===== config.mk =====
export PLATFORM = sky130hd
export DESIGN_NAME = alu_arbiter
export DESIGN_NICKNAME = d
export VERILOG_FILES = /design/src/rtl/alu_arbiter.sv
export SDC_FILE = /design/constraint.sdc
export NUM_CORES = 1
export LEC_CHECK = 0
export ABC_AREA = 1
export BUFFER_PORTS_ARGS = -buffer_cell sky130_fd_sc_hd__clkbuf_2
export CORE_AREA = 5 5 117 119
export DETAILED_ROUTE_END_ITERATION = 7
export DIE_AREA = 0 0 122 124
export GPL_TIMING_DRIVEN = 0
export PLACE_DENSITY = 0.7
export REMOVE_ABC_BUFFERS = 1
export SETUP_SLACK_MARGIN = 0.5
export SYNTH_ARGS = -nofsm -noshare
export SYNTH_HDL_FRONTEND = slang
export SYNTH_SLANG_ARGS = --single-unit

===== constraint.sdc =====
create_clock -name clk -period 1.22 [get_ports clk]
set_input_delay 0.183 -clock clk [delete_from_list [all_inputs] [get_ports clk]]
set_output_delay 0.183 -clock clk [all_outputs]
set_load 0.03 [all_outputs]

===== src/rtl/alu_arbiter.sv =====
// rtl/alu_arbiter.sv - two-requester arbiter sharing one ALU with registered-operand/late-opcode issue
module alu_arbiter #(
    parameter int WIDTH      = 32,
    parameter int OPW        = 4,
    parameter int FIXED_PRIO = 0,
    parameter int STARVE_MAX = 4
) (
    input  logic             clk,
    input  logic             reset,
    input  logic             req0_valid,
    output logic             req0_ready,
    input  logic [WIDTH-1:0] req0_a,
    input  logic [WIDTH-1:0] req0_b,
    input  logic [OPW-1:0]   req0_op,
    input  logic             req1_valid,
    output logic             req1_ready,
    input  logic [WIDTH-1:0] req1_a,
    input  logic [WIDTH-1:0] req1_b,
    input  logic [OPW-1:0]   req1_op,
    output logic             rsp0_valid,
    input  logic             rsp0_ready,
    output logic [WIDTH-1:0] rsp0_y,
    output logic             rsp1_valid,
    input  logic             rsp1_ready,
    output logic [WIDTH-1:0] rsp1_y,
    output logic [WIDTH-1:0] alu_a,
    output logic [WIDTH-1:0] alu_b,
    output logic [OPW-1:0]   alu_opcode,
    input  logic [WIDTH-1:0] alu_y
);

    localparam int SW = (STARVE_MAX > 0) ? $clog2(STARVE_MAX + 1) : 1;
    localparam logic [SW-1:0] STARVE_LIM = SW'(STARVE_MAX);

    logic          inflight0;
    logic          inflight1;
    logic          rr_prefer1;
    logic [SW-1:0] starve_cnt;
    logic          elig0;
    logic          elig1;
    logic          grant0;
    logic          grant1;
    logic          starve_force;

    // A requester may only be granted once its response slot will be free at capture time.
    assign elig0 = req0_valid && !inflight0 && (!rsp0_valid || rsp0_ready);
    assign elig1 = req1_valid && !inflight1 && (!rsp1_valid || rsp1_ready);
    assign starve_force = (STARVE_MAX != 0) && (starve_cnt == STARVE_LIM);

    always_comb begin
        grant0 = 1'b0;
        grant1 = 1'b0;
        if (elig0 && elig1) begin
            if (FIXED_PRIO != 0) begin
                if (starve_force) grant1 = 1'b1;
                else              grant0 = 1'b1;
            end else begin
                if (rr_prefer1) grant1 = 1'b1;
                else            grant0 = 1'b1;
            end
        end else begin
            grant0 = elig0;
            grant1 = elig1;
        end
    end

    assign req0_ready = grant0;
    assign req1_ready = grant1;
    assign alu_a = grant0 ? req0_a : (grant1 ? req1_a : '0);
    assign alu_b = grant0 ? req0_b : (grant1 ? req1_b : '0);

    always_ff @(posedge clk) begin
        if (reset) begin
            alu_opcode <= '0;
            inflight0  <= 1'b0;
            inflight1  <= 1'b0;
            rsp0_valid <= 1'b0;
            rsp1_valid <= 1'b0;
            rsp0_y     <= '0;
            rsp1_y     <= '0;
            rr_prefer1 <= 1'b0;
            starve_cnt <= '0;
        end else begin
            alu_opcode <= grant0 ? req0_op : (grant1 ? req1_op : '0);
            inflight0  <= grant0;
            inflight1  <= grant1;

            // The ALU result belongs to whichever requester issued last cycle.
            if (inflight0) begin
                rsp0_valid <= 1'b1;
                rsp0_y     <= alu_y;
            end else if (rsp0_ready) begin
                rsp0_valid <= 1'b0;
            end

            if (inflight1) begin
                rsp1_valid <= 1'b1;
                rsp1_y     <= alu_y;
            end else if (rsp1_ready) begin
                rsp1_valid <= 1'b0;
            end

            if (grant0 || grant1) rr_prefer1 <= grant0;

            if (FIXED_PRIO != 0) begin
                if (grant1)
                    starve_cnt <= '0;
                else if (elig1 && starve_cnt != STARVE_LIM)
                    starve_cnt <= starve_cnt + 1'b1;
            end
        end
    end

endmodule


==> results of run 1 <==
power breakdown:
group	total (mW)	switching, mW	internal (mW)
Combinational	4.27	2.36	1.91
Sequential	2.75	0.157	2.59
Clock	2.88	1.08	1.80
area by class of cell:
cell class | count | area share [%]
Timing Repair Buffer | 371 | 42.2
Multi-Input combinational cell | 419 | 30.6
Sequential cell | 73 | 18.4
Clock buffer | 10 | 2.75
Tap cell | 172 | 2.58
Timing Repair inverter | 9 | 1.29
Inverter | 12 | 1.20
Clock inverter | 6 | 1.08
how the worst max path moves through the flow:
stage                     end  slack [ns]
floorplan            alu_a[0]       -1.35
global placement    alu_a[11]       -2.61
detailed placement  alu_a[25]       -2.27
CTS                 alu_a[10]       -0.59
global route        alu_a[13]       -0.71
finish              alu_a[13]       -0.66
cell families after synthesis:
logic type / count (synthesis) / share of synthesized area, %
AND/OR/NAND/NOR: 349 / 41.6
buffers and inverters: 52 / 7.14
flip-flops: 73 / 41.7
AO/OA/AOI/OAI: 67 / 9.57
synth_stat cells:
cell type,n
sky130_fd_sc_hd__nor2_4,2
sky130_fd_sc_hd__clkbuf_1,28
sky130_fd_sc_hd__buf_1,1
sky130_fd_sc_hd__nor2_1,135
sky130_fd_sc_hd__buf_2,5
sky130_fd_sc_hd__clkinv_1,1
sky130_fd_sc_hd__buf_6,5
sky130_fd_sc_hd__dfxtp_1,73
sky130_fd_sc_hd__o21ai_0,64
sky130_fd_sc_hd__nand2_2,11
sky130_fd_sc_hd__nand2_1,127
sky130_fd_sc_hd__a21oi_1,2
sky130_fd_sc_hd__buf_8,1
sky130_fd_sc_hd__o21ai_1,1
sky130_fd_sc_hd__inv_2,3
sky130_fd_sc_hd__nand3_1,66
sky130_fd_sc_hd__inv_1,8
sky130_fd_sc_hd__nand4_1,8
worst reg2reg max path: cells and delay by family, from the launching register on:
family / cells / cell delay (ns)
buffers and inverters: 4 / 0.47
AND/OR/NAND/NOR: 4 / 0.45
flip-flops: 1 / 0.38
registers in the layout, indices dropped and copies added, names as in the netlist:
| register | cells |
|---|---|
| rsp0_y | 32 |
| rsp1_y | 32 |
| alu_opcode | 4 |
| inflight0 | 1 |
| inflight1 | 1 |
| rr_prefer1 | 1 |
| rsp0_valid | 1 |
| rsp1_valid | 1 |
through the flow:
stage,cells,hold slack [ns],util [%],cell area (um2)
after detailed placement,984,0.429,41.0,5100
after floorplan,501,0.252,-,3300
after CTS,1050,0.0681,57.6,7180
final,1072,0.0811,66.8,8330
after global placement,982,0.426,40.6,5060
after global routing,1072,0.100,66.8,8330
metal layers:
layer | share of wire, % | global-route usage [%]
met5 | 0 | 0
met2 | 51 | 41.0
met1 | 36 | 29.2
met3 | 8.1 | 5.77
met4 | 4.9 | 12.6
repair_timing:
action                     CTS  global route
cloned                      19             8
hold endpoints to repair     0             0
buffers inserted            31            14
setup endpoints to repair  209           209
pin swaps                   70            80
gates resized for setup    332           381
==> run summary, run 1 <==
Area share of the largest cell type after synthesis: 41.7%
Critical path class: reg -> out
Classification of the worst-slack hold path: in -> reg
Mapped Cells: 541
Number of port buffers: 309
Worst ir drop on vdd: 0.833 mV
Startpoint of the most critical register-to-register path: inflight0
Setup Skew: 0.00541 ns
Vias in the first global route: 5253
Distinct cell type count of the synthesized netlist: 18
Top cells by area in the synthesized netlist: sky130_fd_sc_hd__dfxtp_1, sky130_fd_sc_hd__nor2_1, sky130_fd_sc_hd__nand2_1
Combined area of all synthesized cells: 0.00350 mm2
Final critical-path required period: 1.88 ns
Max Clock Freq: 0.532 GHz
Average cell area after synthesis: 6.47 um2
Dpl ws: -2.27 ns
Number of filler instances in the final layout: 922
Endpoints failing setup: 79
All-layer global routing usage: 24.5%
Detailed Route Iter0 Violations: 434
Top Family by Delay on Critical Path: buffers and inverters
Biggest fanout along the worst timing path: 5
Routed len/inst: 21.0 um
Count of boundary I/O pins: 310
Overall die height: 124 um
Setup repair after global routing missed its margin: true
Most common library cell in the layout ignoring fill and taps: sky130_fd_sc_hd__clkbuf_2
Most frequent cells in the layout: sky130_fd_sc_hd__clkbuf_2, sky130_fd_sc_hd__nor2_1, sky130_fd_sc_hd__nand2_1
Clock buffers created by TritonCTS: 9
Final antenna diode count: 0
Number of synthesis warnings: 0
Sum of negative setup slack: -40.23 ns
Share of the cycle needed by the critical path after routing: 154%
Kind of end point of the critical path: output pin
# nets final: 1069
Sequential cell area: 0.00153 mm2
Seq/Total Area, Yosys: 41.7%
Result of the run: finished with violations
Total power density per cell area: 1190 mW/mm2
Critical path data arrival time: 1.70 ns
Worst relative slew slack: 62.5%
Row count: 41
Clock-pin slew on the worst setup and hold paths: 0.06 ns
Number of cells on the worst hold path: 3
Worst-Skew Late Latency: 0.33 ns
DRC violations left: 0
Cts hold-fix bufs: 0
FF+latch count, synth: 73
Startpoint Class: register
HPWL after DPL: 10.9 mm
Clk sink count: 73
DR pass1 iterations: 5
Number of hold violations in the final report: 0
RePlAce Congestion: 0.813
Static leakage: 4.11 nW
Crit. path cell count: 8
End point of the worst hold path: rsp0_y[31]
Total power draw: 9.90 mW
Actual transition at the worst max-transition pin: 0.563 ns
Post-synth top area cell: sky130_fd_sc_hd__dfxtp_1
Largest net degree at the start of global routing: 73
GRT overflow: 0
Horizontal die dimension: 122 um
PnR worst setup slack: -0.661 ns
Violations in the final reports: setup timing
Initial core utilization: 28.1%
Number of slew-limit violations in the final report: 0
Min-Delay Startpoint: alu_y[31]
Ratio of routed vias to standard cells: 5.12
Detailed Route WL: 22.5 mm
Area of the placeable core: 0.0125 mm2
Initial antenna violation count: 0
Largest incremental delay on the critical path: 0.38 ns
Clock root buffer master: sky130_fd_sc_hd__clkbuf_16
Worst setup path start: inflight0
Ratio of cells with drive above 1 in the final layout: 67.7%
Count of vias placed by the detailed router: 5493
Layout overhead on the synthesized area: 138%
Multi-input logic area: 0.00255 mm2
Sequence of cells on the critical path: inv_12 -> nand2_8 -> nor2_4 -> buf_12 -> clkbuf_16 -> nand3_2 -> nand2_2 -> buf_8
Maximum level of the CTS H-tree: 3
Buffers from clock root to sink, at most: 2
Terminus of the critical flop-to-flop path: alu_opcode[0]
First-pass GRT wire length: 28.2 mm
Die area: 0.0151 mm2
# Max-Cap Violations: 0
Critical path buffers and inverters: 4
Worst-case reg-to-reg path depth: 8
Register-to-Register Setup Slack: -0.13 ns
Required time of the critical path: 1.04 ns
Clock tree from TritonCTS: built
Slowest-stage cell, CP: sky130_fd_sc_hd__dfxtp_4
Post-route ant nets: 0
Power figures use the tool's default switching activity.
==> run 2: changes to the inputs <==
ABC_AREA = not set   (was 1)
CORE_AREA = 5 5 118 120   (was 5 5 117 119)
DIE_AREA = 0 0 123 125   (was 0 0 122 124)
PLACE_DENSITY = 0.68   (was 0.7)
==> run summary, run 2 <==
Result of the run: finished with violations
Violations in the final reports: setup timing
Routed len/inst: 22.8 um
HPWL after DPL: 12.9 mm
Largest net degree at the start of global routing: 74
Number of hold violations in the final report: 0
Number of synthesized flops with an enable pin: 0
Classification of the worst-slack hold path: in -> reg
Clock tree from TritonCTS: built
Dominant register cell in the synthesized netlist: sky130_fd_sc_hd__dfxtp_1
Count of boundary I/O pins: 310
Worst-Skew Late Latency: 0.32 ns
Buffers from clock root to sink, at most: 2
All-layer global routing usage: 22.8%
DRC violations left: 0
Static leakage: 3.53 nW
Max Clock Freq: 0.478 GHz
Number of cells on the worst hold path: 3
Most frequent cells in the layout: sky130_fd_sc_hd__clkbuf_2, sky130_fd_sc_hd__buf_8, sky130_fd_sc_hd__nor2_1
Setup repair after global routing missed its margin: true
DR pass1 iterations: 4
Total power draw: 8.87 mW
Most common library cell in the layout ignoring fill and taps: sky130_fd_sc_hd__clkbuf_2
Number of filler instances in the final layout: 990
Seq/Total Area, Yosys: 43.6%
Die area: 0.0154 mm2
GRT overflow: 0
Number of synthesis warnings: 0
Synth cell count leaders: sky130_fd_sc_hd__dfxtp_1, sky130_fd_sc_hd__nor2_1, sky130_fd_sc_hd__a22o_1, sky130_fd_sc_hd__mux2i_1, sky130_fd_sc_hd__buf_6
Startpoint Class: register
Worst ir drop on vdd: 1.13 mV
Initial core utilization: 26.0%
Worst relative slew slack: 43.8%
# Max-Cap Violations: 0
Overall die height: 125 um
Detailed Route Iter0 Violations: 220
Detailed Route WL: 19.8 mm
FF+latch count, synth: 73
Critical path class: reg -> out
Mapped Cells: 331
Dpl ws: -1.29 ns
Biggest fanout along the worst timing path: 5
Setup Skew: 0.00340 ns
Initial antenna violation count: 7
Row count: 42
Kind of end point of the critical path: output pin
Total power density per cell area: 1180 mW/mm2
GRT met1 Usage: 24.7%
Share of flip-flops with an asynchronous set or reset: 0%
Clk sink count: 73
RePlAce Congestion: 0.891
Horizontal die dimension: 123 um
Combined area of all synthesized cells: 0.00335 mm2
Average cell area after synthesis: 10.1 um2
Largest incremental delay on the critical path: 0.36 ns
PnR worst setup slack: -0.870 ns
Biggest regs: rsp0_y (32), rsp1_y (32), alu_opcode (4)
Hold Worst Slack: 0.111 ns
Actual transition at the worst max-transition pin: 0.843 ns
Distinct cell type count of the synthesized netlist: 20
Area of the placeable core: 0.0129 mm2
Met3 layer usage reported by global route: 5.78%
Number of port buffers: 309
Library cell with the highest instance count after synthesis: sky130_fd_sc_hd__dfxtp_1
Post-route ant nets: 0
Layout overhead on the synthesized area: 124%
Ratio of routed vias to standard cells: 4.92
Endpoints failing setup: 124
Post-synth top area cell: sky130_fd_sc_hd__dfxtp_1
Required time of the critical path: 1.04 ns
Final core utilization: 58.3%
Busiest layer in global routing: met2
# nets final: 854
GRT met2 Usage: 40.4%
Final critical-path required period: 2.09 ns
Ratio of cells with drive above 1 in the final layout: 70.5%
Slowest-stage cell, CP: sky130_fd_sc_hd__dfxtp_4
Clock root buffer master: sky130_fd_sc_hd__clkbuf_16
Sequence of cells on the critical path: nor2b_4 -> nor3b_4 -> nor2_4 -> buf_6 -> clkbuf_16 -> a22o_1 -> clkbuf_8
Maximum level of the CTS H-tree: 3
Vias in the first global route: 4149
Count of vias placed by the detailed router: 4263
Critical path data arrival time: 1.91 ns
Number of slew-limit violations in the final report: 0
Worst-case reg-to-reg path depth: 9
Cts hold-fix bufs: 0
Clock buffers created by TritonCTS: 9
Area share of the largest cell type after synthesis: 43.6%
First-pass GRT wire length: 25.8 mm
Top cells by area in the synthesized netlist: sky130_fd_sc_hd__dfxtp_1, sky130_fd_sc_hd__mux2i_1, sky130_fd_sc_hd__a22o_1
Share of the cycle needed by the critical path after routing: 171%
Clock-pin slew on the worst setup and hold paths: 0.06 ns
==> run 2: layout make-up <==
class                   instances  area, um2  share of cell area (%)
repair buffers                367       3580                    47.6
multi-input cells             228       1830                    24.3
clock inverters                 4       51.3                   0.683
flip-flops and latches         73       1560                    20.8
inverters                       1       8.76                   0.117
clock buffers                  11        253                    3.37
well taps                     176        220                    2.93
diodes                          6       15.0                   0.200
==> run 2: path summary, 6_finish.rpt <==
| path | slack (ns) | to | startpoint |
|---|---|---|---|
| worst max-delay path | -0.87 | alu_b[17] | inflight0 |
| worst max register to register | -0.37 | rsp1_y[11] | inflight1 |
| worst min register to register | 0.51 | rsp0_y[26] | rsp0_y[26] |
| worst min-delay path | 0.11 | rsp0_y[22] | alu_y[22] |
==> run 2: what timing repair did <==
| action | CTS | global route |
|---|---|---|
| endpoints found under the setup margin | 209 | 209 |
| gates resized for setup | 345 | 171 |
| cloned | 8 | 4 |
| endpoints found under the hold margin | 0 | 0 |
| setup buffers | 30 | 14 |
| pin swaps | 7 | 25 |
==> run 2: stage by stage <==
step           cells  setup TNS (ns)  area (um2)
2_1_floorplan    300         -282.95        3120
3_3_place_gp     785         -397.31        4880
3_5_place_dp     789          -79.25        4980
4_1_cts          842          -58.31        7020
5_1_grt          865          -70.87        7510
6_report         866          -64.48        7510
==> run 2: worst max-delay path, delay by kind of cell, from the launching register on <==
family                 cells  cell delay, ns
AO/OA/AOI/OAI              1            0.19
flip-flops                 1            0.36
AND/OR/NAND/NOR            3            0.55
buffers and inverters      3            0.46
==> run 2: routing by layer <==
layer / up-vias / wire length [um] / share of wire [%]
met5: - / 27 / 0.14
met4: 4 / 918 / 4.6
met3: 62 / 1480 / 7.5
met2: 248 / 10400 / 53
met1: 2044 / 6940 / 35
li1: 1905 / - / -
==> run 2: logic make-up after synthesis <==
family / after synthesis / synth area share [%]
mux: 64 / 19.1
compound gates: 70 / 18.1
flops: 73 / 43.6
simple gates: 92 / 12.1
buf+inv: 32 / 7.13
==> run 2: power breakdown <==
part | total [mW] | internal [mW] | switching, mW
clock | 2.68 | 1.69 | 0.992
sequential | 2.65 | 2.54 | 0.119
combinational | 3.54 | 1.79 | 1.75
total | 8.87 | 6.01 | 2.86
